$ cat src/rtl/bsg_mcl_pkg.sv
// Shared widths for the manycore endpoint-to-fifo bridge host adapters.
package bsg_mcl_pkg;

  localparam int bsg_mcl_fifo_width_gp = 128;
  localparam int bsg_mcl_word_width_gp = 32;

  // Word-select index width, kept at least 1 bit for single-word packets.
  function automatic int bsg_mcl_idx_width(input int words);
    return (words > 1) ? $clog2(words) : 1;
  endfunction

endpackage

$ cat src/rtl/bsg_mcl_packet_serializer.sv
// Receive half: latches one packet and hands it out one word at a time,
// word 0 (least-significant slice) first.
module bsg_mcl_packet_serializer
  import bsg_mcl_pkg::*;
#(
  parameter int word_width_p = bsg_mcl_word_width_gp,
  parameter int fifo_width_p = bsg_mcl_fifo_width_gp,
  localparam int lp_words    = fifo_width_p / word_width_p,
  localparam int lp_cnt_w    = $clog2(lp_words + 1)
) (
  input  logic                    clk_i,
  input  logic                    reset_n_i,
  input  logic                    pkt_v_i,
  input  logic [fifo_width_p-1:0] pkt_i,
  output logic                    pkt_rdy_o,
  output logic                    word_v_o,
  output logic [word_width_p-1:0] word_o,
  input  logic                    word_yumi_i,
  output logic [lp_cnt_w-1:0]     words_o
);

  localparam int lp_idx_w = bsg_mcl_idx_width(lp_words);
  localparam logic [lp_cnt_w-1:0] lp_words_c = lp_cnt_w'(lp_words);

  logic [lp_cnt_w-1:0]                      words_q, words_d;
  logic [lp_words-1:0][word_width_p-1:0]    pkt_q, pkt_d;
  logic [lp_cnt_w-1:0]                      word_sel;

  assign pkt_rdy_o = (words_q == '0);
  assign word_v_o  = (words_q != '0);
  assign words_o   = words_q;
  assign word_sel  = lp_words_c - words_q;
  assign word_o    = pkt_q[lp_idx_w'(word_sel)];

  always_comb begin
    words_d = words_q;
    pkt_d   = pkt_q;
    if (pkt_v_i && pkt_rdy_o) begin
      pkt_d   = pkt_i;
      words_d = lp_words_c;
    end else if (word_yumi_i && word_v_o) begin
      words_d = words_q - 1'b1;
    end
  end

  always_ff @(posedge clk_i) begin
    if (!reset_n_i) words_q <= '0;
    else            words_q <= words_d;
  end

  always_ff @(posedge clk_i) begin
    pkt_q <= pkt_d;
  end

  yumi_only_when_valid: assert property (
    @(posedge clk_i) disable iff (!reset_n_i) word_yumi_i |-> word_v_o
  );

endmodule

$ cat src/rtl/bsg_mcl_fifo_word_packer.sv
// Host-side width adapter for one bridge fifo lane pair: packs host words
// into packets (tx) and serializes packets into host words (rx).
// Optional BSG_MCL_PACKER_STAGED_EN lets assembly continue while a packet waits.
module bsg_mcl_fifo_word_packer
  import bsg_mcl_pkg::*;
#(
  parameter int word_width_p = bsg_mcl_word_width_gp,
  parameter int fifo_width_p = bsg_mcl_fifo_width_gp,
  localparam int lp_words    = fifo_width_p / word_width_p,
  localparam int lp_cnt_w    = $clog2(lp_words + 1)
) (
  input  logic                    clk_i,
  input  logic                    reset_n_i,
  input  logic                    tx_word_v_i,
  input  logic [word_width_p-1:0] tx_word_i,
  output logic                    tx_word_rdy_o,
  output logic                    tx_pkt_v_o,
  output logic [fifo_width_p-1:0] tx_pkt_o,
  input  logic                    tx_pkt_rdy_i,
  input  logic                    rx_pkt_v_i,
  input  logic [fifo_width_p-1:0] rx_pkt_i,
  output logic                    rx_pkt_rdy_o,
  output logic                    rx_word_v_o,
  output logic [word_width_p-1:0] rx_word_o,
  input  logic                    rx_word_yumi_i,
  output logic [lp_cnt_w-1:0]     tx_words_o,
  output logic [lp_cnt_w-1:0]     rx_words_o
);

  localparam int lp_idx_w = bsg_mcl_idx_width(lp_words);
  localparam logic [lp_cnt_w-1:0] lp_last_c = lp_cnt_w'(lp_words - 1);

  logic [lp_cnt_w-1:0]                   tx_words_q, tx_words_d;
  logic                                  tx_pkt_v_q, tx_pkt_v_d;
  logic [lp_words-1:0][word_width_p-1:0] asm_q, asm_d;
  logic [lp_words-1:0][word_width_p-1:0] pkt_q, pkt_d;
  logic                                  tx_word_xfer, tx_pkt_xfer;

`ifdef BSG_MCL_PACKER_STAGED_EN
  // The packet register acts as the second buffer; only the word that would
  // complete a packet must wait for the pending one to drain.
  assign tx_word_rdy_o = ~(tx_pkt_v_q & (tx_words_q == lp_last_c)) | tx_pkt_rdy_i;
`else
  assign tx_word_rdy_o = ~tx_pkt_v_q;
`endif

  assign tx_word_xfer = tx_word_v_i & tx_word_rdy_o;
  assign tx_pkt_xfer  = tx_pkt_v_q & tx_pkt_rdy_i;
  assign tx_pkt_v_o   = tx_pkt_v_q;
  assign tx_pkt_o     = pkt_q;
  assign tx_words_o   = tx_words_q;

  always_comb begin
    tx_words_d = tx_words_q;
    tx_pkt_v_d = tx_pkt_v_q;
    asm_d      = asm_q;
    pkt_d      = pkt_q;
    if (tx_pkt_xfer) tx_pkt_v_d = 1'b0;
    if (tx_word_xfer) begin
      asm_d[lp_idx_w'(tx_words_q)] = tx_word_i;
      if (tx_words_q == lp_last_c) begin
        pkt_d      = asm_d;
        tx_pkt_v_d = 1'b1;
        tx_words_d = '0;
      end else begin
        tx_words_d = tx_words_q + 1'b1;
      end
    end
  end

  always_ff @(posedge clk_i) begin
    if (!reset_n_i) begin
      tx_words_q <= '0;
      tx_pkt_v_q <= 1'b0;
    end else begin
      tx_words_q <= tx_words_d;
      tx_pkt_v_q <= tx_pkt_v_d;
    end
  end

  always_ff @(posedge clk_i) begin
    asm_q <= asm_d;
    pkt_q <= pkt_d;
  end

  bsg_mcl_packet_serializer #(
    .word_width_p(word_width_p),
    .fifo_width_p(fifo_width_p)
  ) u_rx (
    .clk_i      (clk_i),
    .reset_n_i  (reset_n_i),
    .pkt_v_i    (rx_pkt_v_i),
    .pkt_i      (rx_pkt_i),
    .pkt_rdy_o  (rx_pkt_rdy_o),
    .word_v_o   (rx_word_v_o),
    .word_o     (rx_word_o),
    .word_yumi_i(rx_word_yumi_i),
    .words_o    (rx_words_o)
  );

endmodule

$ cat config.mk
export PLATFORM = sky130hd
export DESIGN_NAME = bsg_mcl_fifo_word_packer
export DESIGN_NICKNAME = d
export VERILOG_FILES = /design/src/rtl/bsg_mcl_pkg.sv /design/src/rtl/bsg_mcl_packet_serializer.sv /design/src/rtl/bsg_mcl_fifo_word_packer.sv
export SDC_FILE = /design/constraint.sdc
export NUM_CORES = 1
export LEC_CHECK = 0
export CAP_MARGIN = 30
export CORE_AREA = 5 5 292 208
export CTS_CLUSTER_DIAMETER = 50
export DETAILED_ROUTE_END_ITERATION = 10
export DIE_AREA = 0 0 297 213
export GPL_TIMING_DRIVEN = 0
export SYNTH_ARGS = -nofsm -noshare
export SYNTH_HDL_FRONTEND = slang
export SYNTH_SLANG_ARGS = --single-unit
$ cat constraint.sdc
create_clock -name clk_i -period 7.3 [get_ports clk_i]
set_input_delay 1.825 -clock clk_i [delete_from_list [all_inputs] [get_ports clk_i]]
set_output_delay 1.825 -clock clk_i [all_outputs]
set_load 0.05 [all_outputs]
==> reports/metrics.yaml <==
yosysMostFrequentCell: "edfxtp_1"
cts_root_buf: "clkbuf_16"
crit_path_end_kind: "output pin"
antenna_found_initial: 0
finClkSkew_ps: 11.9
intPower_w: 0.00450
grt_pass1_vias: 7918
p_per_area_nw_per_um2: 309
final_core_util: 0.348
instances_no_fill: 1794
setup_viol: 0
io_buffers: 334
p_sw_frac: 0.276
postRouteAntennaNets: 0
switchingPower_w: 0.00172
ys_top_cells_by_area: "edfxtp_1 (81%), mux2_2 (9.5%), mux4_2 (4.4%)"
synth_nets: 788
status: "completed"
die_height_um: 213
die_x_um: 297
cap_violations: 0
core_area_um2: 57700
fin_crit_ps: 5320
dp_hpwl_um: 24000
synthTopCellsByCount: "edfxtp_1 (384), mux2_2 (121), mux4_2 (28)"
cts_tree: "done"
areaGrowthSynthToFinish_pct: 40.9
viasPerCell: 4.03
vias: 7229
seq_power_share: 0.449
multi_input_area_um2: 2410
clk_path_buf_depth: 3
cp_max_fo: 10
cts.reportedPaths.clkPinSlew_ps: 60
first_iter_violations: 384
ys_seq_elements: 391
cts_hold_buf: 0
ctsResizeCount: 0
drv_slew: 0
clkPwrFrac: 0.337
critPathRequiredTime_ps: 5480
worstPathCellList: "buf_6 -> buf_12 -> inv_1 -> ha_1 -> clkbuf_1 -> buf_2 -> mux4_2 -> clkdlybuf4s50_1"
clkLatencyLatePin_ps: 550
arrival_ps: 3500
async_reset_ff_frac: 0
yosys_most_used_dff: "edfxtp_1"
cts_inserted_buffers: 42
crit_type: "flop to output pin"
route.detailed.drc: 0
rsz0062_at_grt: "false"
gp_congestion: 0.692
num-fill-cells: 5416
synthCells: 616
vdd_ir_drop_max_v: 0.000200
die-area_um2: 63300
r2r_cells: 8
cts.sinks: 391
wl_per_cell_um: 19.1
drive_gt1_frac: 0.232
ios: 336
final_cell_area_um2: 20100
syn_avg_cell_area_um2: 23.2
post_cts_buffers: 0
synth_top_area_cell: "edfxtp_1"
start_util: 0.247
ctsHtreeMaxLevel: 2
num_antenna_cells: 0
cp-start-kind: "flop"
synth_edf_count: 384
post-place-cells: 1717
overflow: 0
fmax_ghz: 0.188
syn_area_um2: 14300
yosys_warnings: 0
p_leak_nw: 6.60
yosysUniqueCellTypes: 26
grt_pass1_wl_um: 50500
grt_usage: 0.104
slowest_stage: "clkdlybuf4s50_1"
synth_seq_area_share: 0.818
row_count: 74
slew_headroom: 0.538
min_path_cells: 2
route.final.wire_length_um: 34300
hold_viol_final: 0
first_pass_iters: 4
grt_max_degree: 93
yosys.area.top_type_share: 0.808
setup_tns_ps: 0
tightest_slew_ps: 692
critical_path.max_stage_delay_ps: 730
comb_power_share: 0.213
min-delay-path-class: "flop to flop"
place_area_um2: 18700
layout.area.seq_um2: 11700
min_period_over_period: 0.729
finalNetCount: 1173
## metal layers
layer	part of all wire	vias to the layer above	GRT usage	wire (um)
li1	-	3281	-	-
met1	0.44	3678	0.138	15200
met2	0.48	212	0.169	16400
met3	0.059	58	0.0310	2020
met4	0.021	0	0.0300	710
met5	0	-	0	0
## cell families after synthesis
| family | after synthesis | synth area share |
|---|---|---|
| muxes | 160 | 0.153 |
| buffers and inverters | 32 | 0.0138 |
| DFF | 391 | 0.818 |
| AOI/OAI and AO/OA | 9 | 0.00386 |
| adders and majority gates | 6 | 0.00526 |
| and+or+nand+nor | 18 | 0.00666 |
## cells in the final DEF (no fill, tap or decap), types with 3 or more instances in the layout
cell             Yosys  final
edfxtp_1           384    384
clkdlybuf4s50_1      0    334
mux2_2             121    121
clkbuf_16            0     43
mux4_2              28     28
buf_2               16     16
clkbuf_1             5     15
buf_12               3      8
mux2_1               7      7
dfxtp_1              7      7
inv_1                7      6
nand2_1              6      6
ha_1                 6      6
clkinv_2             0      6
clkinv_1             0      6
mux4_1               4      4
bufinv_16            0      4
inv_6                0      3
o21ai_0              3      3
nand3_1              3      3
## critical path: cells and delay by family, from the launching register on
kind / cells / cell delay [ps]
adder cells (fa/ha/maj): 1 / 280
buffers and inverters: 6 / 1950
flip-flops: 1 / 340
multiplexers: 1 / 380
## cell type report
type	count	share of cell area
clock inverter	24	0.0126
inverter	7	0.00156
buffer	25	0.00847
clock buffer	53	0.0554
tap	760	0.0473
multi-input combinational	193	0.120
sequential	391	0.581
timing repair buffer	341	0.174
## state kept, by name, indices dropped and copies added, names as in the netlist
register      cells
tx_pkt_v_o        1
u_rx.words_o      3
u_rx.pkt_q      128
asm_q           128
tx_pkt_o        128
tx_words_o        3
## metrics by stage
stage / hold WS (ps) / power [W] / setup slack, ps
2_1_floorplan: 520 / 0.00370 / 1560
3_3_place_gp: 440 / 0.00417 / -1140
3_5_place_dp: 453 / 0.00419 / 2470
4_1_cts: 464 / 0.00634 / 1810
5_1_grt: 488 / 0.00649 / 1750
6_report: 460 / 0.00622 / 1980
## power by group through the flow
stage / combinational, W / clock [W] / sequential (W)
after CTS: 0.00135 / 0.00219 / 0.00280
after floorplan: 0.000820 / 0 / 0.00288
final: 0.00133 / 0.00210 / 0.00279
after detailed placement: 0.00134 / 0 / 0.00284
after global routing: 0.00140 / 0.00229 / 0.00281
after global placement: 0.00131 / 0 / 0.00287
## final timing paths
path / from / end / slack, ps
max: u_rx.words_o[0]$_SDFFE_PP0P_ / rx_word_o[4] / 1980
min: tx_words_o[2]$_SDFFE_PN0P_ / tx_words_o[2]$_SDFFE_PN0P_ / 460
max reg2reg: tx_words_o[0]$_SDFFE_PN0P_ / tx_pkt_o[34]$_DFFE_PP_ / 4340
min reg2reg: tx_words_o[2]$_SDFFE_PN0P_ / tx_words_o[2]$_SDFFE_PN0P_ / 460
Note: power is estimated with default switching activity, not from simulation.
